**src/rtl/trdb_packet_parser.sv**
```systemverilog
// trdb_packet_parser: receive side of the trace packet path. Collects a
// length-prefixed byte stream into a payload buffer, then decodes the
// format/subformat and fields into registered outputs held until accepted.
module trdb_packet_parser #(
    parameter int XLEN      = 32,
    parameter int PRIV_W    = 2,
    parameter int CAUSE_W   = 5,
    parameter int MAX_BYTES = 16
) (
    input  logic               clk_i,
    input  logic               rst_i,
    input  logic [7:0]         byte_i,
    input  logic               byte_valid_i,
    output logic               byte_ready_o,
    output logic               packet_valid_o,
    input  logic               packet_ready_i,
    output logic [1:0]         format_o,
    output logic [1:0]         subformat_o,
    output logic               branch_o,
    output logic [PRIV_W-1:0]  priv_o,
    output logic [XLEN-1:0]    iaddr_o,
    output logic [CAUSE_W-1:0] ecause_o,
    output logic               interrupt_o,
    output logic               thaddr_o,
    output logic [XLEN-1:0]    tval_o,
    output logic               ienable_o,
    output logic               encoder_mode_o,
    output logic [1:0]         qual_status_o,
    output logic [2:0]         ioptions_o,
    output logic [4:0]         branches_o,
    output logic [31:0]        branch_map_o,
    output logic               notify_o,
    output logic               updiscon_o,
    output logic               irreport_o,
    output logic               err_o,
    output logic [1:0]         err_code_o
);

    // Bit offsets of the variable-position fields inside the payload.
    localparam int BUF_W     = MAX_BYTES * 8;
    localparam int SF0_ADDR  = 5 + PRIV_W;
    localparam int SF1_CAUSE = 5 + PRIV_W;
    localparam int SF1_INTR  = SF1_CAUSE + CAUSE_W;
    localparam int SF1_ADDR  = SF1_INTR + 2;
    localparam int SF1_TVAL  = SF1_ADDR + XLEN;
    localparam int F2_FLAGS  = 2 + XLEN;
    localparam int F1_ADDR   = 39;
    localparam int F1_FLAGS  = F1_ADDR + XLEN;

    // Required payload lengths: ceil(total field bits / 8).
    localparam logic [7:0] LEN_SF0      = 8'((SF0_ADDR + XLEN + 7) / 8);
    localparam logic [7:0] LEN_SF1      = 8'((SF1_TVAL + XLEN + 7) / 8);
    localparam logic [7:0] LEN_SF2      = 8'((4 + PRIV_W + 7) / 8);
    localparam logic [7:0] LEN_SF3      = 8'((11 + 7) / 8);
    localparam logic [7:0] LEN_F2       = 8'((F2_FLAGS + 3 + 7) / 8);
    localparam logic [7:0] LEN_F1_SHORT = 8'((F1_ADDR + 7) / 8);
    localparam logic [7:0] LEN_F1_FULL  = 8'((F1_FLAGS + 3 + 7) / 8);

    typedef enum logic [1:0] {IDLE, COLLECT, DECODE, HOLD} state_t;

    state_t           state_reg, state_next;
    logic [7:0]       len_reg, cnt_reg;
    logic [7:0]       buf_mem [MAX_BYTES];
    logic [BUF_W-1:0] buf_flat;
    logic             ready_state, xfer, last_byte;
    logic             buf_unused;

    // Decoded values presented to the output registers in DECODE.
    logic [1:0]         dec_format, dec_subformat, dec_err_code, dec_qual;
    logic [7:0]         req_len;
    logic               dec_branch, dec_intr, dec_thaddr, dec_ien, dec_enc;
    logic               dec_notify, dec_updiscon, dec_irreport;
    logic [PRIV_W-1:0]  dec_priv;
    logic [XLEN-1:0]    dec_iaddr, dec_tval;
    logic [CAUSE_W-1:0] dec_ecause;
    logic [2:0]         dec_iopt;
    logic [4:0]         dec_branches;
    logic [31:0]        dec_bmap;

    generate
        for (genvar gi = 0; gi < MAX_BYTES; gi++) begin : g_flat
            assign buf_flat[gi*8 +: 8] = buf_mem[gi];
        end
    endgenerate

    // Trailing buffer bits beyond the widest format are intentionally unread.
    assign buf_unused   = ^buf_flat;
    assign byte_ready_o = ready_state & ~rst_i;
    assign xfer         = byte_valid_i & byte_ready_o;
    assign last_byte    = (cnt_reg == len_reg - 8'd1);

    // State register.
    always_ff @(posedge clk_i) begin
        if (rst_i) state_reg <= IDLE;
        else       state_reg <= state_next;
    end

    // Next-state logic and stream back-pressure.
    always_comb begin
        state_next  = state_reg;
        ready_state = 1'b0;
        case (state_reg)
            IDLE: begin
                ready_state = 1'b1;
                if (xfer && byte_i != 8'd0) state_next = COLLECT;
            end
            COLLECT: begin
                ready_state = 1'b1;
                if (xfer && last_byte) state_next = DECODE;
            end
            DECODE:  state_next = HOLD;
            HOLD:    if (packet_ready_i) state_next = IDLE;
            default: state_next = IDLE;
        endcase
    end

    // Length latch, byte counter and payload buffer; bytes past the buffer are dropped.
    always_ff @(posedge clk_i) begin
        if (rst_i) begin
            len_reg <= 8'd0;
            cnt_reg <= 8'd0;
            for (int i = 0; i < MAX_BYTES; i++) buf_mem[i] <= 8'd0;
        end else if (state_reg == IDLE && xfer && byte_i != 8'd0) begin
            len_reg <= byte_i;
            cnt_reg <= 8'd0;
            for (int i = 0; i < MAX_BYTES; i++) buf_mem[i] <= 8'd0;
        end else if (state_reg == COLLECT && xfer) begin
            cnt_reg <= cnt_reg + 8'd1;
            for (int i = 0; i < MAX_BYTES; i++)
                if (cnt_reg == 8'(i)) buf_mem[i] <= byte_i;
        end
    end

    // Field extraction and error classification from the collected payload.
    always_comb begin
        dec_format    = buf_flat[1:0];
        dec_subformat = (buf_flat[1:0] == 2'd3) ? buf_flat[3:2] : 2'd0;
        dec_err_code  = 2'd0;
        req_len       = 8'd0;
        dec_branch    = 1'b0;
        dec_priv      = '0;
        dec_iaddr     = '0;
        dec_ecause    = '0;
        dec_intr      = 1'b0;
        dec_thaddr    = 1'b0;
        dec_tval      = '0;
        dec_ien       = 1'b0;
        dec_enc       = 1'b0;
        dec_qual      = 2'd0;
        dec_iopt      = 3'd0;
        dec_branches  = 5'd0;
        dec_bmap      = 32'd0;
        dec_notify    = 1'b0;
        dec_updiscon  = 1'b0;
        dec_irreport  = 1'b0;

        case (dec_format)
            2'd3: case (dec_subformat)
                2'd0:    req_len = LEN_SF0;
                2'd1:    req_len = LEN_SF1;
                2'd2:    req_len = LEN_SF2;
                default: req_len = LEN_SF3;
            endcase
            2'd2:    req_len = LEN_F2;
            2'd1:    req_len = (buf_flat[6:2] == 5'h1f) ? LEN_F1_SHORT : LEN_F1_FULL;
            default: req_len = 8'd0;
        endcase

        if (len_reg > 8'(MAX_BYTES))  dec_err_code = 2'd3;
        else if (dec_format == 2'd0)  dec_err_code = 2'd2;
        else if (len_reg != req_len)  dec_err_code = 2'd1;

        if (dec_err_code == 2'd0) begin
            case (dec_format)
                2'd3: case (dec_subformat)
                    2'd0: begin
                        dec_branch = buf_flat[4];
                        dec_priv   = buf_flat[5 +: PRIV_W];
                        dec_iaddr  = buf_flat[SF0_ADDR +: XLEN];
                    end
                    2'd1: begin
                        dec_branch = buf_flat[4];
                        dec_priv   = buf_flat[5 +: PRIV_W];
                        dec_ecause = buf_flat[SF1_CAUSE +: CAUSE_W];
                        dec_intr   = buf_flat[SF1_INTR];
                        dec_thaddr = buf_flat[SF1_INTR + 1];
                        dec_iaddr  = buf_flat[SF1_ADDR +: XLEN];
                        dec_tval   = buf_flat[SF1_TVAL +: XLEN];
                    end
                    2'd2: dec_priv = buf_flat[4 +: PRIV_W];
                    default: begin
                        dec_ien  = buf_flat[4];
                        dec_enc  = buf_flat[5];
                        dec_qual = buf_flat[7:6];
                        dec_iopt = buf_flat[10:8];
                    end
                endcase
                2'd2: begin
                    dec_iaddr    = buf_flat[2 +: XLEN];
                    dec_notify   = buf_flat[F2_FLAGS];
                    dec_updiscon = buf_flat[F2_FLAGS + 1];
                    dec_irreport = buf_flat[F2_FLAGS + 2];
                end
                default: begin
                    dec_branches = buf_flat[6:2];
                    dec_bmap     = buf_flat[38:7];
                    if (buf_flat[6:2] != 5'h1f) begin
                        dec_iaddr    = buf_flat[F1_ADDR +: XLEN];
                        dec_notify   = buf_flat[F1_FLAGS];
                        dec_updiscon = buf_flat[F1_FLAGS + 1];
                        dec_irreport = buf_flat[F1_FLAGS + 2];
                    end
                end
            endcase
        end
    end

    // Output registers: loaded in DECODE, held through HOLD until handshake.
    always_ff @(posedge clk_i) begin
        if (rst_i) begin
            packet_valid_o <= 1'b0;
            format_o       <= 2'd0;
            subformat_o    <= 2'd0;
            branch_o       <= 1'b0;
            priv_o         <= '0;
            iaddr_o        <= '0;
            ecause_o       <= '0;
            interrupt_o    <= 1'b0;
            thaddr_o       <= 1'b0;
            tval_o         <= '0;
            ienable_o      <= 1'b0;
            encoder_mode_o <= 1'b0;
            qual_status_o  <= 2'd0;
            ioptions_o     <= 3'd0;
            branches_o     <= 5'd0;
            branch_map_o   <= 32'd0;
            notify_o       <= 1'b0;
            updiscon_o     <= 1'b0;
            irreport_o     <= 1'b0;
            err_o          <= 1'b0;
            err_code_o     <= 2'd0;
        end else if (state_reg == DECODE) begin
            packet_valid_o <= 1'b1;
            format_o       <= dec_format;
            subformat_o    <= dec_subformat;
            branch_o       <= dec_branch;
            priv_o         <= dec_priv;
            iaddr_o        <= dec_iaddr;
            ecause_o       <= dec_ecause;
            interrupt_o    <= dec_intr;
            thaddr_o       <= dec_thaddr;
            tval_o         <= dec_tval;
            ienable_o      <= dec_ien;
            encoder_mode_o <= dec_enc;
            qual_status_o  <= dec_qual;
            ioptions_o     <= dec_iopt;
            branches_o     <= dec_branches;
            branch_map_o   <= dec_bmap;
            notify_o       <= dec_notify;
            updiscon_o     <= dec_updiscon;
            irreport_o     <= dec_irreport;
            err_o          <= (dec_err_code != 2'd0);
            err_code_o     <= dec_err_code;
        end else if (state_reg == HOLD && packet_ready_i) begin
            packet_valid_o <= 1'b0;
        end
    end

endmodule
```
**config.mk**
```make
export PLATFORM = sky130hd
export DESIGN_NAME = trdb_packet_parser
export DESIGN_NICKNAME = d
export VERILOG_FILES = /design/src/rtl/trdb_packet_parser.sv
export SDC_FILE = /design/constraint.sdc
export NUM_CORES = 1
export LEC_CHECK = 0
export ABC_AREA = 0
export BUFFER_PORTS_ARGS = -buffer_cell sky130_fd_sc_hd__buf_2
export CAP_MARGIN = 30
export CORE_MARGIN = 1.5
export CORE_UTILIZATION = 40
export DETAILED_ROUTE_END_ITERATION = 12
export REMOVE_ABC_BUFFERS = 1
export SETUP_SLACK_MARGIN = 0.5
export SKIP_CTS_REPAIR_TIMING = 1
export SLEW_MARGIN = 20
export SYNTH_ARGS = -nofsm -noshare
export SYNTH_HDL_FRONTEND = slang
export SYNTH_SLANG_ARGS = --single-unit
```
**constraint.sdc**
```tcl
create_clock -name clk_i -period 3 [get_ports clk_i]
set_input_delay 0.15 -clock clk_i [delete_from_list [all_inputs] [get_ports clk_i]]
set_output_delay 0.15 -clock clk_i [all_outputs]
set_load 0.01 [all_outputs]
```
Yosys cells after proc, flatten, opt, wreduce, memory -nomap -nowiden
Memories as Yosys holds them, arrays and structs flattened.
Cells that the tools add are included.
{"block": "totals", "register_bits": 147, "latchBits": 0, "ram_bits": 128, "rom_bits": 0, "in_bits": 12, "output_inout_bits": 130, "n_memories": 1}
{"name": "buf_mem", "depth": 16, "word_bits": 8, "rd": 10, "rd_ports_with_merged_regs": 0, "wr": 16, "line": "63", "rtl": "logic [7:0] buf_mem [MAX_BYTES];"}
{"block": "classes", "add_sub_neg": 2, "mul": 0, "div": 0, "n_lt_le_gt_ge": 1, "n_eq_ne": 30, "shift": 0, "mux": 178, "bitwise": 35, "reduce_logical": 20}
{"op": "8-bit 2-to-1 mux", "n": 32}
{"op": "32-bit 2-to-1 mux", "n": 7}
{"op": "32-bit one-hot mux with 2 select lines", "n": 2}
{"op": "1-bit 2-to-1 mux", "n": 110}
{"op": "8-bit by 4-bit == test with 1-bit output (second input constant)", "n": 8}
{"op": "8-bit by 3-bit == test with 1-bit output (second input constant)", "n": 4}
{"op": "1-bit OR", "n": 32}
{"op": "5-bit 2-to-1 mux", "n": 5}
{"op": "8-bit one-hot mux with 3 select lines", "n": 1}
{"op": "2-bit 2-to-1 mux", "n": 11}
{"op": "8-bit by 2-bit == test with 1-bit output (second input constant)", "n": 2}
{"op": "4-bit one-hot mux with 3 select lines", "n": 1}
{"op": "2-bit == test (second input constant)", "n": 5}
{"op": "3-bit 2-to-1 mux", "n": 3}
{"op": "8-bit by 1-bit adder with 8-bit output (second input constant)", "n": 1}
{"op": "8-bit by 1-bit == test with 1-bit output (second input constant)", "n": 1}
{"op": "8-bit == test", "n": 1}
{"op": "8-bit by 5-bit greater-than comparator with 1-bit output (second input constant)", "n": 1}
{"op": "2-bit logical NOT", "n": 4}
{"op": "8-bit logical NOT", "n": 1}
{"op": "8-bit != test", "n": 1}
{"op": "2-bit one-hot mux with 4 select lines", "n": 1}
{"op": "8-bit nonzero test", "n": 1}
{"op": "2-bit OR reduction", "n": 4}
{"op": "other kinds (14)", "n": 27}

Logic depth before layout (Yosys ltp)
{"block": "logic_depth", "ltp_word": 12, "depth_mapped": 10, "depth_no_buf": 8}

Worst setup path before layout
Ideal clock, no wire load.
{"block": "synth_path", "path_type": "reg-to-reg", "from": "register len_reg[0]", "to": "register iaddr_o[14]", "arrival_time_ns": 2.377, "t_required_ns": 2.931, "setup_slack_ns": 0.554, "path_stages_with_launch": 11, "n_path_buf": 2, "cell_sequence": "dfxtp_1 > inv_1 > ha_1 > nor3b_2 > nor2b_1 > nor4_1 > nand2b_1 > or4_4 > buf_6 > buf_6 > o21ai_1"}
{"block": "synth_between", "elab_chain_cells": 6, "word_cells_on_any_way": 7, "classes_between": "order compare (1); eq/ne (1); mux (4); reduce/logical (1)"}
{"element": "start, declared", "line": "62", "rtl": "logic [7:0] len_reg, cnt_reg;"}
{"element": "start signal, assigned", "line": "124", "rtl": "len_reg <= byte_i;"}
{"element": "branches (longest 3 deep; another with 8-bit by 5-bit greater-than comparator with 1-bit output)"}
{"element": "2-bit 2-to-1 mux (*)", "line": "169", "rtl": "if (len_reg > 8'(MAX_BYTES)) dec_err_code = 2'd3;"}
{"element": "2-bit logical NOT (*)", "line": "173", "rtl": "if (dec_err_code == 2'd0) begin"}
{"element": "32-bit 2-to-1 mux (*)", "line": "173"}
{"element": "end signal, assigned", "line": "248", "rtl": "iaddr_o <= dec_iaddr;"}
{"element": "end, declared", "line": "21", "rtl": "output logic [XLEN-1:0] iaddr_o,"}
Every way passes the cells marked *.
A chain may end at the register's enable or synchronous reset.

==> impl_metrics.json <==
{
  "antenna_found_initial": 0,
  "synth.yosys.warnings": 0,
  "detail_route.wirelength_mm": 27.7,
  "ff2ff_path_depth": 7,
  "grt_usage": 0.215,
  "max-cap-violations": 0,
  "unrepaired_setup_endpoints_after_global_routing": "false",
  "drc": 0,
  "regToRegStartpoint": "buf_mem[0][2]",
  "whs_path_depth": 2,
  "core_area_sq_um": 23400,
  "drt.antenna.violating_nets": 0,
  "postSynthCellCount": 920,
  "port_buffers": 141,
  "cp_slowest_stage_delay_ns": 0.58,
  "finalCritPeriodShare": 0.803,
  "worstPathMaxFanout": 8,
  "outcome": "completed",
  "drt_iter0_markers": 591,
  "cts_tree": "done",
  "slew_headroom": 0.545,
  "clk_transition_reported_paths_ns": 0.06,
  "initial_core_util": 0.408,
  "ys_seq_elements": 225,
  "leakage_dissipation_nw": 4.81,
  "clock_path_buffers": 3,
  "post-place-ws_ns": 0.350,
  "worstHoldPathType": "primary input to register",
  "vias": 7526,
  "timing.critical_path.depth": 7,
  "mappedNetlistArea_sq_um": 9540,
  "post_synthesis_mean_instance_area_sq_um": 10.4,
  "synth_top_family_by_area": "compound AO/OA/AOI/OAI gates",
  "holdWs_ns": 0.0397,
  "avgRoutedWirePerCell_um": 20.0,
  "insertedDiodeCount": 0,
  "clockRootBuffer": "clkbuf_16",
  "largest_register_ff_count": 78,
  "synth-compound-area-share": 0.190,
  "max_freq_mhz": 415,
  "std_cell_rows": 56,
  "post_route_cells_drive_above_1_share": 0.249,
  "synth_async_sr_flop_share": 0,
  "total_clock_buffers_created_by_cts": 24,
  "finalSetupViolations": 0,
  "timing.clock.skew_ns": 0.0191,
  "routed.top_layer": "met4",
  "drt-pass1-iter-count": 5,
  "timing.rr.end": "iaddr_o[7]",
  "setup.worst_path.end": "iaddr_o[7]",
  "die_height_um": 157,
  "path_cells": "and2_1 > a21oi_2 > a211o_1 > a211o_4 > or4_4 > buf_4 > o21ai_0",
  "worst_skew_pair.late_latency_ns": 0.53,
  "layout-area-overhead-vs-synth_pct": 20.7,
  "cp.buffers_inverters": 1,
  "detail_route.wirelength.met1_mm": 12.2,
  "final-hold-violation-count": 0,
  "worstPathArrival_ns": 2.87,
  "ir_drop_uv": 510,
  "grt_overflow_total": 0,
  "global_route_wire_length_before_repair_mm": 40.9,
  "synth.yosys.seq_area_share": 0.546,
  "synth_cell_type_count": 60,
  "globalplace.congestion": 0.829,
  "met2RoutedLength_mm": 13.4,
  "kind_of_cell_with_the_highest_combined_delay_on_the_critical_path": "compound AO/OA/AOI/OAI gates",
  "critical_path.slowest_cell": "or4_4",
  "reg2reg_setup_slack_ns": 0.59,
  "ys_dominant_reg_cell": "dfxtp_1",
  "setup_ws_ns": 0.591,
  "layout_common_cells": "149 x dfxtp_1, 141 x buf_2, 82 x nand2_1",
  "worstMarginPinSlew_ns": 0.682,
  "setup.worst_path.start": "buf_mem[0][2]",
  "final_max_slew_viol_count": 0,
  "design.die.area_sq_um": 24800,
  "number_of_global_route_vias_before_repair": 6929,
  "post_synth_fa_ha_maj_area_fraction": 0.0118,
  "hp-start": "rst_i",
  "timing.critical_path.to_type": "register",
  "detailroute.wirelength.met3_mm": 1.64,
  "element_type_at_the_critical_path_start": "register",
  "worstPathRequired_ns": 3.46,
  "synth_simple_gate_area_frac": 0.155,
  "dieWidth_um": 157,
  "fin_crit_ns": 2.41,
  "powerDensity_nw_per_um2": 681,
  "synthesized_area_fraction_occupied_by_xor_and_xnor_cells": 0.0138,
  "numClockSinks": 225,
  "cts-htree-levels": 1,
  "detailedPlacementHpwl_mm": 18.2,
  "path_class": "register to register",
  "largest-register": "buf_mem",
  "routed_via_density": 5.44,
  "grt_start_max_net_pins": 64,
  "io_pins": 142,
  "nNetsFinal": 1068,
  "layout_commonest_cell": "dfxtp_1",
  "synth_edf_count": 70,
  "synthMuxAreaShare": 0.0346
}
==> routing by layer <==
layer	vias up	global-route usage
met5	-	0
met4	0	0.0472
met3	34	0.0303
met2	238	0.365
met1	3660	0.292
li1	3594	-
==> logic make-up after synthesis <==
family / after synthesis
flip-flops: 225
XOR/XNOR: 15
multiplexers: 33
AND/OR/NAND/NOR: 277
adder cells (fa/ha/maj): 9
buffers and inverters: 116
AO/OA/AOI/OAI: 245
==> worst min-delay path by stage <==
| stage | to | slack, ns |
|---|---|---|
| 5_1_grt | buf_mem[0][7] | 0.07 |
| 3_3_place_gp | iaddr_o[19] | 0.43 |
| 6_report | len_reg[0] | 0.04 |
| 4_1_cts | packet_valid_o | -0.06 |
| 3_5_place_dp | iaddr_o[19] | 0.44 |
| 2_1_floorplan | branches_o[2] | 0.22 |
==> power by group <==
part	internal, mW	total [mW]	switching (mW)	leakage [nW]
Clock	1.74	2.98	1.23	0.401
Combinational	0.437	1.20	0.762	2.39
Sequential	3.40	3.66	0.260	2.02
Total	5.58	7.84	2.26	4.81
==> through the flow <==
stage / cell area [sq um] / setup TNS [ns] / util / instances / power [mW]
2_1_floorplan: 9200 / -243.17 / - / 839 / 4.35
3_3_place_gp: 10600 / 0 / 0.452 / 1332 / 4.82
3_5_place_dp: 10600 / 0 / 0.452 / 1332 / 4.83
4_1_cts: 11400 / 0 / 0.486 / 1376 / 7.79
5_1_grt: 11500 / 0 / 0.492 / 1384 / 8.14
6_report: 11500 / 0 / 0.492 / 1384 / 7.84
==> final cells by class <==
cell class                      count  area (sq um)
Clock buffer                       35           712
Tap cell                          319           399
Timing Repair Buffer              181          1040
Clock inverter                      9          88.8
Sequential cell                   225          5210
Fill cell                        2181         11900
Inverter                           35           131
Multi-Input combinational cell    580          3940
==> Yosys cell counts, types with 6 or more instances <==
| cell type | count | share of area |
|---|---|---|
| xnor2_1 | 6 | 0.0055 |
| nand2b_1 | 14 | 0.0092 |
| a21oi_1 | 21 | 0.011 |
| o31ai_1 | 7 | 0.0055 |
| o21ai_1 | 9 | 0.0047 |
| and3_1 | 41 | 0.027 |
| nor2b_1 | 12 | 0.0079 |
| nor2_1 | 37 | 0.015 |
| o21ai_0 | 26 | 0.014 |
| inv_1 | 35 | 0.014 |
| buf_2 | 10 | 0.0052 |
| clkbuf_1 | 63 | 0.025 |
| o21ai_2 | 17 | 0.016 |
| nand2_1 | 85 | 0.033 |
| mux2i_1 | 33 | 0.035 |
| edfxtp_1 | 70 | 0.22 |
| xor2_1 | 9 | 0.0083 |
| a32o_1 | 7 | 0.0073 |
| a22oi_1 | 30 | 0.024 |
| nand3_1 | 12 | 0.0063 |
| o22ai_1 | 29 | 0.019 |
| a22o_1 | 75 | 0.069 |
| ha_1 | 9 | 0.012 |
| dfxtp_1 | 155 | 0.33 |
| and2_1 | 40 | 0.026 |
| nor4_1 | 8 | 0.0052 |
No activity file was read; power rests on OpenSTA's default activity.
